--- config.mk ---
export PLATFORM = sky130hd
export DESIGN_NAME = ps2_key_ctrl_flat
export DESIGN_NICKNAME = d
export VERILOG_FILES = /design/src/rtl/ps2_key_ctrl_if.sv /design/src/rtl/ps2_key_ctrl.sv /design/src/flat_wrapper.sv
export SDC_FILE = /design/constraint.sdc
export NUM_CORES = 1
export LEC_CHECK = 0
export ABC_AREA = 1
export CORE_MARGIN = 4
export CORE_UTILIZATION = 45
export CTS_CLUSTER_DIAMETER = 200
export DETAILED_ROUTE_END_ITERATION = 16
export GPL_ROUTABILITY_DRIVEN = 0
export PLACE_DENSITY_LB_ADDON = 0.15
export SLEW_MARGIN = 20
export SYNTH_ARGS = -nofsm -noshare
export SYNTH_HDL_FRONTEND = slang
export SYNTH_SLANG_ARGS = --single-unit
--- constraint.sdc ---
create_clock -name clk -period 4.7 [get_ports clk]
set_input_delay 0.94 -clock clk [delete_from_list [all_inputs] [get_ports clk]]
set_output_delay 0.94 -clock clk [all_outputs]
set_load 0.005 [all_outputs]
--- src/rtl/ps2_key_ctrl_if.sv ---
// Bundle of the FIFO-side handshake and the decoded key outputs of ps2_key_ctrl.
// slave: the controller (consumes FIFO, drives key state); master: the surrounding system.
// Pure wiring; no timing of its own.
interface ps2_key_ctrl_if;
    logic       kbd_ready;
    logic [7:0] kbd_data;
    logic       kbd_overflow;
    logic       kbd_nextdata_n;
    logic       clr_ovf;
    logic       key_valid;
    logic [7:0] key_code;
    logic       key_ext;
    logic [7:0] press_count;
    logic       press_pulse;
    logic       ovf_sticky;

    modport slave (
        input  kbd_ready,
        input  kbd_data,
        input  kbd_overflow,
        input  clr_ovf,
        output kbd_nextdata_n,
        output key_valid,
        output key_code,
        output key_ext,
        output press_count,
        output press_pulse,
        output ovf_sticky
    );

    modport master (
        output kbd_ready,
        output kbd_data,
        output kbd_overflow,
        output clr_ovf,
        input  kbd_nextdata_n,
        input  key_valid,
        input  key_code,
        input  key_ext,
        input  press_count,
        input  press_pulse,
        input  ovf_sticky
    );
endinterface

--- src/rtl/ps2_key_ctrl.sv ---
// Drains the PS/2 byte FIFO and decodes make/break/E0 codes into one held key plus a press counter.
// Latency: byte seen at edge E0 pops during E0->E1; key outputs and press_pulse update at E1.
// Backpressure: at most one pop per 3 cycles; kbd_ready is only looked at in IDLE.
module ps2_key_ctrl (
    input  logic           clk,
    input  logic           rst,
    ps2_key_ctrl_if.slave  bus
);

    typedef enum logic [1:0] {
        S_IDLE = 2'd0,
        S_POP  = 2'd1,
        S_WAIT = 2'd2
    } state_t;

    localparam logic [7:0] CODE_EXT = 8'hE0;
    localparam logic [7:0] CODE_BRK = 8'hF0;
    localparam logic [7:0] CODE_ERR0 = 8'h00;
    localparam logic [7:0] CODE_ERR1 = 8'hFF;

    state_t     state_q, state_d;
    logic [7:0] byte_q, byte_d;
    logic       nextdata_n_q, nextdata_n_d;
    logic       key_valid_q, key_valid_d;
    logic [7:0] key_code_q, key_code_d;
    logic       key_ext_q, key_ext_d;
    logic [7:0] press_count_q, press_count_d;
    logic       press_pulse_q, press_pulse_d;
    logic       ovf_q, ovf_d;
    logic       ext_pend_q, ext_pend_d;
    logic       brk_pend_q, brk_pend_d;

    // The byte matches the currently held key (same code, same E0 prefix state).
    logic same_key;
    assign same_key = key_valid_q && (key_code_q == byte_q) && (key_ext_q == ext_pend_q);

    // Next-state: fetch sequencing, prefix tracking, held-key decode and sticky overflow.
    always_comb begin
        state_d       = state_q;
        byte_d        = byte_q;
        nextdata_n_d  = 1'b1;
        key_valid_d   = key_valid_q;
        key_code_d    = key_code_q;
        key_ext_d     = key_ext_q;
        press_count_d = press_count_q;
        press_pulse_d = 1'b0;
        ext_pend_d    = ext_pend_q;
        brk_pend_d    = brk_pend_q;

        case (state_q)
            S_IDLE: begin
                if (bus.kbd_ready) begin
                    byte_d       = bus.kbd_data;
                    nextdata_n_d = 1'b0;
                    state_d      = S_POP;
                end
            end
            S_POP: begin
                state_d = S_WAIT;
                if (byte_q == CODE_EXT) begin
                    ext_pend_d = 1'b1;
                end else if (byte_q == CODE_BRK) begin
                    brk_pend_d = 1'b1;
                end else if (byte_q == CODE_ERR0 || byte_q == CODE_ERR1) begin
                    ext_pend_d = 1'b0;
                    brk_pend_d = 1'b0;
                end else if (brk_pend_q) begin
                    // Release only clears the key if it names the key actually held.
                    if (same_key) begin
                        key_valid_d = 1'b0;
                        key_code_d  = 8'h00;
                        key_ext_d   = 1'b0;
                    end
                    ext_pend_d = 1'b0;
                    brk_pend_d = 1'b0;
                end else begin
                    // A make of the held key is typematic repeat and changes nothing.
                    if (!same_key) begin
                        key_valid_d   = 1'b1;
                        key_code_d    = byte_q;
                        key_ext_d     = ext_pend_q;
                        press_count_d = press_count_q + 8'd1;
                        press_pulse_d = 1'b1;
                    end
                    ext_pend_d = 1'b0;
                end
            end
            S_WAIT: begin
                // Dead cycle so the FIFO can present its next head before we look again.
                state_d = S_IDLE;
            end
            default: begin
                state_d = S_IDLE;
            end
        endcase

        // A new overflow in the same cycle as a clear keeps the flag set.
        if (bus.kbd_overflow) begin
            ovf_d = 1'b1;
        end else if (bus.clr_ovf) begin
            ovf_d = 1'b0;
        end else begin
            ovf_d = ovf_q;
        end
    end

    // State and registered outputs; reset overrides everything, dropping any byte already popped.
    always_ff @(posedge clk) begin
        if (rst) begin
            state_q       <= S_IDLE;
            byte_q        <= 8'h00;
            nextdata_n_q  <= 1'b1;
            key_valid_q   <= 1'b0;
            key_code_q    <= 8'h00;
            key_ext_q     <= 1'b0;
            press_count_q <= 8'h00;
            press_pulse_q <= 1'b0;
            ovf_q         <= 1'b0;
            ext_pend_q    <= 1'b0;
            brk_pend_q    <= 1'b0;
        end else begin
            state_q       <= state_d;
            byte_q        <= byte_d;
            nextdata_n_q  <= nextdata_n_d;
            key_valid_q   <= key_valid_d;
            key_code_q    <= key_code_d;
            key_ext_q     <= key_ext_d;
            press_count_q <= press_count_d;
            press_pulse_q <= press_pulse_d;
            ovf_q         <= ovf_d;
            ext_pend_q    <= ext_pend_d;
            brk_pend_q    <= brk_pend_d;
        end
    end

    assign bus.kbd_nextdata_n = nextdata_n_q;
    assign bus.key_valid      = key_valid_q;
    assign bus.key_code       = key_code_q;
    assign bus.key_ext        = key_ext_q;
    assign bus.press_count    = press_count_q;
    assign bus.press_pulse    = press_pulse_q;
    assign bus.ovf_sticky     = ovf_q;

endmodule

--- src/flat_wrapper.sv ---
// flat-port wrapper written by rule: the top's interface ports become plain ports
module ps2_key_ctrl_flat 
  (clk, rst, bus_kbd_ready, bus_kbd_data, bus_kbd_overflow, bus_clr_ovf, bus_kbd_nextdata_n, bus_key_valid, bus_key_code, bus_key_ext, bus_press_count, bus_press_pulse, bus_ovf_sticky);
  ps2_key_ctrl_if bus_i ();
  input  logic clk;
  input  logic rst;
  input wire logic [$bits(bus_i.kbd_ready)-1:0] bus_kbd_ready;
  input wire logic [$bits(bus_i.kbd_data)-1:0] bus_kbd_data;
  input wire logic [$bits(bus_i.kbd_overflow)-1:0] bus_kbd_overflow;
  input wire logic [$bits(bus_i.clr_ovf)-1:0] bus_clr_ovf;
  output wire logic [$bits(bus_i.kbd_nextdata_n)-1:0] bus_kbd_nextdata_n;
  output wire logic [$bits(bus_i.key_valid)-1:0] bus_key_valid;
  output wire logic [$bits(bus_i.key_code)-1:0] bus_key_code;
  output wire logic [$bits(bus_i.key_ext)-1:0] bus_key_ext;
  output wire logic [$bits(bus_i.press_count)-1:0] bus_press_count;
  output wire logic [$bits(bus_i.press_pulse)-1:0] bus_press_pulse;
  output wire logic [$bits(bus_i.ovf_sticky)-1:0] bus_ovf_sticky;
  assign bus_i.kbd_ready = bus_kbd_ready;
  assign bus_i.kbd_data = bus_kbd_data;
  assign bus_i.kbd_overflow = bus_kbd_overflow;
  assign bus_i.clr_ovf = bus_clr_ovf;
  assign bus_kbd_nextdata_n = bus_i.kbd_nextdata_n;
  assign bus_key_valid = bus_i.key_valid;
  assign bus_key_code = bus_i.key_code;
  assign bus_key_ext = bus_i.key_ext;
  assign bus_press_count = bus_i.press_count;
  assign bus_press_pulse = bus_i.press_pulse;
  assign bus_ovf_sticky = bus_i.ovf_sticky;
  ps2_key_ctrl u_core (.clk(clk), .rst(rst), .bus(bus_i));
endmodule
==> qor.csv, run 1 <==
stage,metric,value,unit
status,outcome,finished clean,
critical_path,Reg2Reg Setup Slack,2.43,ns
final_layout,most frequent cells in the layout,"nand2_1, nor2_1, clkdlybuf4s50_1, dfxtp_1, inv_1",
final_layout,share of cells above drive strength 1,5.69,%
critical_path,Crit path arrival time,2.51,ns
final_layout,storage element area,661,um^2
clock_tree,setup bufs post-CTS,0,
global_routing,vias in the first global route,1356,
routing,Vias,1503,
timing,crit path time final,2.27,ns
routing,WL/cell,10.1,um
clock_tree,Worst-Skew Late Latency,0.33,ns
global_routing,total gr overflow,0,
die,io pins,34,
die,die area,4630,um^2
routing,DRT antenna net count,0,
final_layout,synthesis-to-layout area growth,25.0,%
routing,final wirelength,3.29,mm
timing,final setup margin,2.43,ns
die,core area,3420,um^2
pwr,VDD IR max,0.000198,V
place,dpl hpwl,2.49,mm
clock_tree,clock buffer count from CTS,5,
final_layout,"commonest non-fill, non-tap cell in the layout",nand2_1,
final_layout,fillcell total,351,
yosys,number of flops mapped to enable cells by yosys,0,
yosys,Mapped Area,1620,um^2
yosys,Post-Syn Instances,245,
run,Max-Cap Viols,0,
final_layout,number of diodes,0,
final_layout,Nets,295,
critical_path,CP Class,register to register,
timing,RSZ-0062 raised after global routing,false,
die,Die W,68.0,um
clock_tree,Post-CTS Hold Fix Bufs,0,
timing,number of setup violations in the final report,0,
yosys,Main synth FF type,dfxtp_1,
timing,period utilisation layout,48.4,%
routing,router iterations before antenna repair,4,
yosys,Yosys reg bits,33,
routing,Residual DRC,0,
yosys,syn nets,260,
yosys,"Seq/Total Area, Yosys",40.7,%
hold_path,Hold Crit Class,register to register,
global_routing,global-route wire length before repair,5.80,mm
yosys,syn_area_per_cell,6.62,um^2
place,Setup WS pre-CTS,2.09,ns
pwr,leak pwr,0.864,nW
clock_tree,CTS sink cnt,33,
clock_tree,CTS root buf,clkbuf_4,
global_routing,largest net degree at the start of global routing,28,
timing,final hold vios,0,
timing,Worst-Margin Slew,0.678,ns
clock_tree,CTS tree,built,
timing,fin. max-slew vios,0,
clock_tree,# H-tree levels,2,
clock_tree,clock tree buffer depth,2,
timing,sum of negative setup slack,0,ns
yosys,"Async S/R FF share, synth",0,%
die,Initial Utilization,47.5,%
critical_path,CP Max Fanout,16,
pwr,pwr dens,302,nW/um^2
critical_path,Startpoint Class,register,
die,placement row count,21,
place,Port-buffer cells,33,
die,Chip Height,68.0,um
yosys,Ys Warns,0,
clock_tree,PostCTS Resize Cnt,0,
yosys,post-synthesis cell type count,25,
routing,Vias/cell,4.60,
timing,Post-Route Skew,0.00175,ns
global_routing,Total GRT Usage,16.4,%
global_routing,number of antenna violations at the first check in global routing,0,
routing,Starting DRT DRC Count,76,
timing,Slew headroom,54.5,%
timing,Max Fclk,0.440,GHz
final_layout,Multi-input gate area,830,um^2
critical_path,worst path required time,4.94,ns
critical_path,crit path capture type,register,
clock_tree,clock-pin slew on the worst setup and hold paths,0.10,ns
through the flow:
stage | area [um^2] | util, % | instances | power, mW | hold WS [ns]
final | 2030 | 59.3 | 327 | 0.611 | 0.511
after global routing | 2030 | 59.3 | 327 | 0.655 | 0.546
after CTS | 2030 | 59.3 | 327 | 0.618 | 0.521
after detailed placement | 1980 | 57.8 | 319 | 0.469 | 0.498
after global placement | 1980 | 57.8 | 319 | 0.466 | 0.497
after floorplan | 1620 | - | 245 | 0.414 | 0.479
worst max-delay path, stage by stage (launching register included):
cell	delay, ns
dfxtp_1	0.38
inv_1	0.10
nand2_1	0.06
o21ai_0	0.08
inv_1	0.07
nand4_1	0.14
or2_2	0.32
ha_1	0.28
nand3b_2	0.23
nor2_4	0.30
nand2_1	0.09
nand2_1	0.07
nor2_1	0.05
metal layers:
| metal | track usage [%] | part of all wire [%] | vias to the layer above |
|---|---|---|---|
| li1 | - | - | 827 |
| met1 | 22.3 | 51 | 632 |
| met2 | 23.9 | 41 | 36 |
| met3 | 5.25 | 6.1 | 8 |
| met4 | 6.45 | 2.0 | 0 |
| met5 | 0 | 0 | - |
power by group:
part | internal (mW) | switching [mW]
clock network | 0.0569 | 0.0931
logic | 0.0684 | 0.0674
registers | 0.302 | 0.0236
registers in the layout, summed over array words and instances, names as in the netlist:
name and flops:
u_core.bus.key_code 8, u_core.bus.press_count 8, u_core.byte_q 8, u_core.state_q 2
u_core.brk_pend_q 1, u_core.bus.kbd_nextdata_n 1, u_core.bus.key_ext 1, u_core.bus.key_valid 1
u_core.bus.ovf_sticky 1, u_core.bus.press_pulse 1, u_core.ext_pend_q 1
kinds of logic after synthesis:
| logic type | synth area share, % |
|---|---|
| XOR/XNOR | 4.86 |
| buffers and inverters | 8.10 |
| adder cells (fa/ha/maj) | 1.54 |
| AND/OR/NAND/NOR | 36.4 |
| flip-flops | 40.7 |
| AO/OA/AOI/OAI | 8.33 |
area by class of cell:
type / instances / area share (%)
multi-input cells: 181 / 40.9
repair buffers: 33 / 16.3
inverters: 26 / 4.81
clock buffers: 6 / 2.04
well taps: 46 / 2.84
clock inverters: 2 / 0.494
flip-flops and latches: 33 / 32.6
final timing paths:
check,from,endpoint,cells past startpoint
setup / recovery,u_core.byte_q[4]$_SDFFE_PP0P_,u_core.bus.key_code[4]$_SDFFE_PP0P_,12
hold / removal,u_core.bus.ovf_sticky$_SDFFE_PP0P_,u_core.bus.ovf_sticky$_SDFFE_PP0P_,2
setup reg to reg,u_core.byte_q[4]$_SDFFE_PP0P_,u_core.bus.key_code[4]$_SDFFE_PP0P_,12
hold reg to reg,u_core.bus.ovf_sticky$_SDFFE_PP0P_,u_core.bus.ovf_sticky$_SDFFE_PP0P_,2
synth_stat cells, types with 2 or more instances:
master	n	area (um^2)
nand2_1	64	240
nor2_1	63	236
dfxtp_1	33	661
inv_1	23	86.3
o21ai_0	12	60.1
a21oi_1	11	55.1
xnor2_1	5	43.8
nand3_1	4	20.0
xor2_1	4	35.0
clkbuf_1	3	11.3
nand2_2	3	18.8
buf_6	2	22.5
clkinv_1	2	7.51
ha_1	2	25.0
nand4_1	2	12.5
nor3_1	2	10.0
o22ai_1	2	12.5
Note: power is estimated with default switching activity, not from simulation.
==> inputs of run 2 (changes only) <==
==> constraint.sdc (replaced) <==
create_clock -name clk -period 1.8 [get_ports clk]
set_input_delay 0.36 -clock clk [delete_from_list [all_inputs] [get_ports clk]]
set_output_delay 0.36 -clock clk [all_outputs]
set_load 0.005 [all_outputs]
==> run 2 against run 1 <==
Effect of this change: the flow now finishes with violations (setup timing); die area stayed put; cell count grew 11%; register-to-register slack got worse by 2.5 ns; first-iteration DRC count down 24%; sequential power rose to 2.6 times the previous value; non-clock buffer count rose by 36; via count grew 9.2%; critical endpoint is now u_core.bus.key_code[3]$_SDFFE_PP0P_; highest routed layer unchanged.
==> qor.csv, run 2 (synthesized netlist as in run 1, its figures left out) <==
stage,metric,value,unit,change
clock_tree,clock-pin slew on the worst setup and hold paths,0.10,ns,about the same
timing,Max Fclk,0.536,GHz,+22%
routing,Vias,1641,,+9.2%
final_layout,share of cells above drive strength 1,18.6,%,+13 points
final_layout,fin util,68.5,%,+9.2 points
pwr,power consumption,1.71,mW,+180%
global_routing,total gr overflow,0,,unchanged
routing,Starting DRT DRC Count,58,,-24%
critical_path,kind of cell adding the most delay to the critical path,simple AND/OR/NAND/NOR gates,,
global_routing,Total GRT Usage,18.6,%,+2.2 points
timing,sum of negative setup slack,-0.397,ns,-0.397 ns
routing,router iterations before antenna repair,5,,+1
die,placement row count,21,,unchanged
pwr,sequential power share,49.1,%,-4.2 points
routing,DRT antenna net count,0,,unchanged
status,outcome,finished with violations,,
pwr,combinational power share,27.9,%,+5.7 points
pwr,pwr dens,733,nW/um^2,+140%
final_layout,fin cells,364,,+11%
timing,crit path time final,1.87,ns,-0.407 ns
critical_path,CP Class,register to register,,
global_routing,number of antenna violations at the first check in global routing,0,,unchanged
global_routing,largest net degree at the start of global routing,15,,-46%
critical_path,crit-path max cell delay,0.34,ns,-0.04 ns
routing,Vias/cell,4.51,,-1.9%
clock_tree,clock buffer count from CTS,5,,unchanged
timing,Worst-Margin Slew,0.402,ns,-0.276 ns
clock_tree,CTS sink cnt,33,,unchanged
timing,Slew headroom,73.1,%,+19 points
place,dpl hpwl,2.98,mm,+19%
critical_path,"Max stage delay cell, worst path",dfxtp_2,,
critical_path,Worst path most repeated cell,nor2_1,,
pwr,Sw Pwr,0.505,mW,+170%
clock_tree,Worst-Skew Late Latency,0.34,ns,about the same
routing,Residual DRC,0,,unchanged
global_routing,global-route wire length before repair,6.47,mm,+12%
final_layout,number of diodes,0,,unchanged
final_layout,synthesis-to-layout area growth,44.3,%,
timing,fin. max-slew vios,0,,unchanged
timing,number of setup violations in the final report,8,,+8
pwr,Clock power frac,23.1,%,-1.4 points
timing,final hold vios,0,,unchanged
clock_tree,CTS tree,built,,
die,die area,4630,um^2,unchanged
die,Die W,68.0,um,unchanged
clock_tree,CTS root buf,clkbuf_4,,
timing,final setup margin,-0.0668,ns,-2.49 ns
pwr,VDD IR max,0.000556,V,+180%
critical_path,worst path required time,2.08,ns,-2.86 ns
critical_path,Startpoint Class,register,,
pwr,leak pwr,1.05,nW,+22%
clock_tree,clock tree buffer depth,2,,unchanged
clock_tree,# H-tree levels,2,,unchanged
place,DP Cell Count,353,,+11%
status,violated checks,setup timing,,
place,placed cell areas,2260,um^2,+14%
routing,WL/cell,10.5,um,+4.7%
timing,period utilisation layout,104,%,+55 points
critical_path,"Critical Path, Cell by Cell",inv_2 -> o22ai_1 -> nor2_1 -> nand3b_1 -> or2_4 -> ha_4 -> nand3b_4 -> nor2_4 -> buf_6 -> nor2_1 -> nor2_1,,
timing,Post-Route Skew,0.00675,ns,+0.00500 ns
critical_path,crit path capture type,register,,
hold_path,Hold Crit Class,register to register,,
place,Port-buffer cells,33,,unchanged
critical_path,Crit path arrival time,2.14,ns,-0.37 ns
die,io pins,34,,unchanged
global_routing,vias in the first global route,1486,,+9.6%
critical_path,CP Max Fanout,5,,-11
die,Initial Utilization,47.5,%,unchanged
final_layout,post-route cell area,2340,um^2,+15%
routing,final wirelength,3.83,mm,+17%
pwr,Int Pwr,1.21,mW,+180%
final_layout,Nets,332,,+13%
die,Chip Height,68.0,um,unchanged
pwr,Sw Share,29.5,%,-0.64 points
critical_path,Buf/Inv on CP,2,,unchanged
run,Max-Cap Viols,0,,unchanged
final_layout,most frequent cells in the layout,"nor2_1, nand2_1, buf_4, clkdlybuf4s50_1, dfxtp_1",,
die,core area,3420,um^2,unchanged
timing,RSZ-0062 raised after global routing,true,,
## run 2: cell types whose count changed in the layout (fill, tap and decap cells not counted), sizes merged
| cell | before | now |
|---|---|---|
| buf | 0 | 36 |
| clkbuf | 6 | 8 |
| clkinv | 4 | 2 |
| nor2 | 65 | 66 |
## run 2: repair_timing
| action | in CTS | in global routing |
|---|---|---|
| gates resized for setup | 4 | 2 |
| setup endpoints to repair | 8 | 13 |
| pin swaps | 7 | 6 |
| setup buffers | 0 | 2 |
| hold buffers | 0 | 0 |
| gates cloned | 1 | 0 |
## run 2: area by class of cell
| class | instances | area [um^2] |
|---|---|---|
| tap | 46 | 57.6 |
| fill | 310 | 1080 |
| inverter | 26 | 97.6 |
| sequential | 33 | 666 |
| timing repair buffer | 69 | 608 |
| multi-input combinational | 182 | 862 |
| clock buffer | 8 | 48.8 |
## run 2: power by group through the flow
stage	combinational, mW	clock, mW	sequential (mW)
2_1_floorplan	0.228	0	0.859
3_3_place_gp	0.459	0	0.856
3_5_place_dp	0.465	0	0.858
4_1_cts	0.475	0.409	0.841
5_1_grt	0.538	0.435	0.850
6_report	0.478	0.395	0.841
## run 2: final timing paths
kind	startpoint	slack [ns]	cells after the start	to
min reg2reg	u_core.bus.ovf_sticky$_SDFFE_PP0P_	0.50	2	u_core.bus.ovf_sticky$_SDFFE_PP0P_
max reg2reg	u_core.byte_q[2]$_SDFFE_PP0P_	-0.07	11	u_core.bus.key_code[3]$_SDFFE_PP0P_
min	u_core.bus.ovf_sticky$_SDFFE_PP0P_	0.50	2	u_core.bus.ovf_sticky$_SDFFE_PP0P_
max	u_core.byte_q[2]$_SDFFE_PP0P_	-0.07	11	u_core.bus.key_code[3]$_SDFFE_PP0P_
## run 2: worst min-delay path, delay by kind of cell (launching register included)
family	cells	cell delay, ns
compound gates	1	0.06
flops	1	0.34
simple gates	1	0.07
## run 2: through the flow
step / worst slack [ns] / hold slack, ns
after floorplan: 0.000770 / 0.432
after global placement: -0.0672 / 0.477
after detailed placement: -0.135 / 0.485
after CTS: -0.0353 / 0.507
after global routing: -0.165 / 0.559
final: -0.0668 / 0.497
## run 2: layer usage
layer  track usage, %  vias up  part of all wire, %
met2             27.3       42                   43
met1             26.1      688                   49
met3             5.09        6                  6.6
li1                 -      905                    -
met4             5.96        0                  1.4
met5                0        -                    0
==> inputs of run 3 (changes only) <==
--- a/config.mk
+++ b/config.mk
@@ -12,7 +12,7 @@
 export DETAILED_ROUTE_END_ITERATION = 16
 export GPL_ROUTABILITY_DRIVEN = 0
 export PLACE_DENSITY_LB_ADDON = 0.15
-export SLEW_MARGIN = 20
+export SLEW_MARGIN = 10
 export SYNTH_ARGS = -nofsm -noshare
 export SYNTH_HDL_FRONTEND = slang
 export SYNTH_SLANG_ARGS = --single-unit
==> results of run 3 <==
The final DEF is identical to that of run 2; final timing and power are the same.
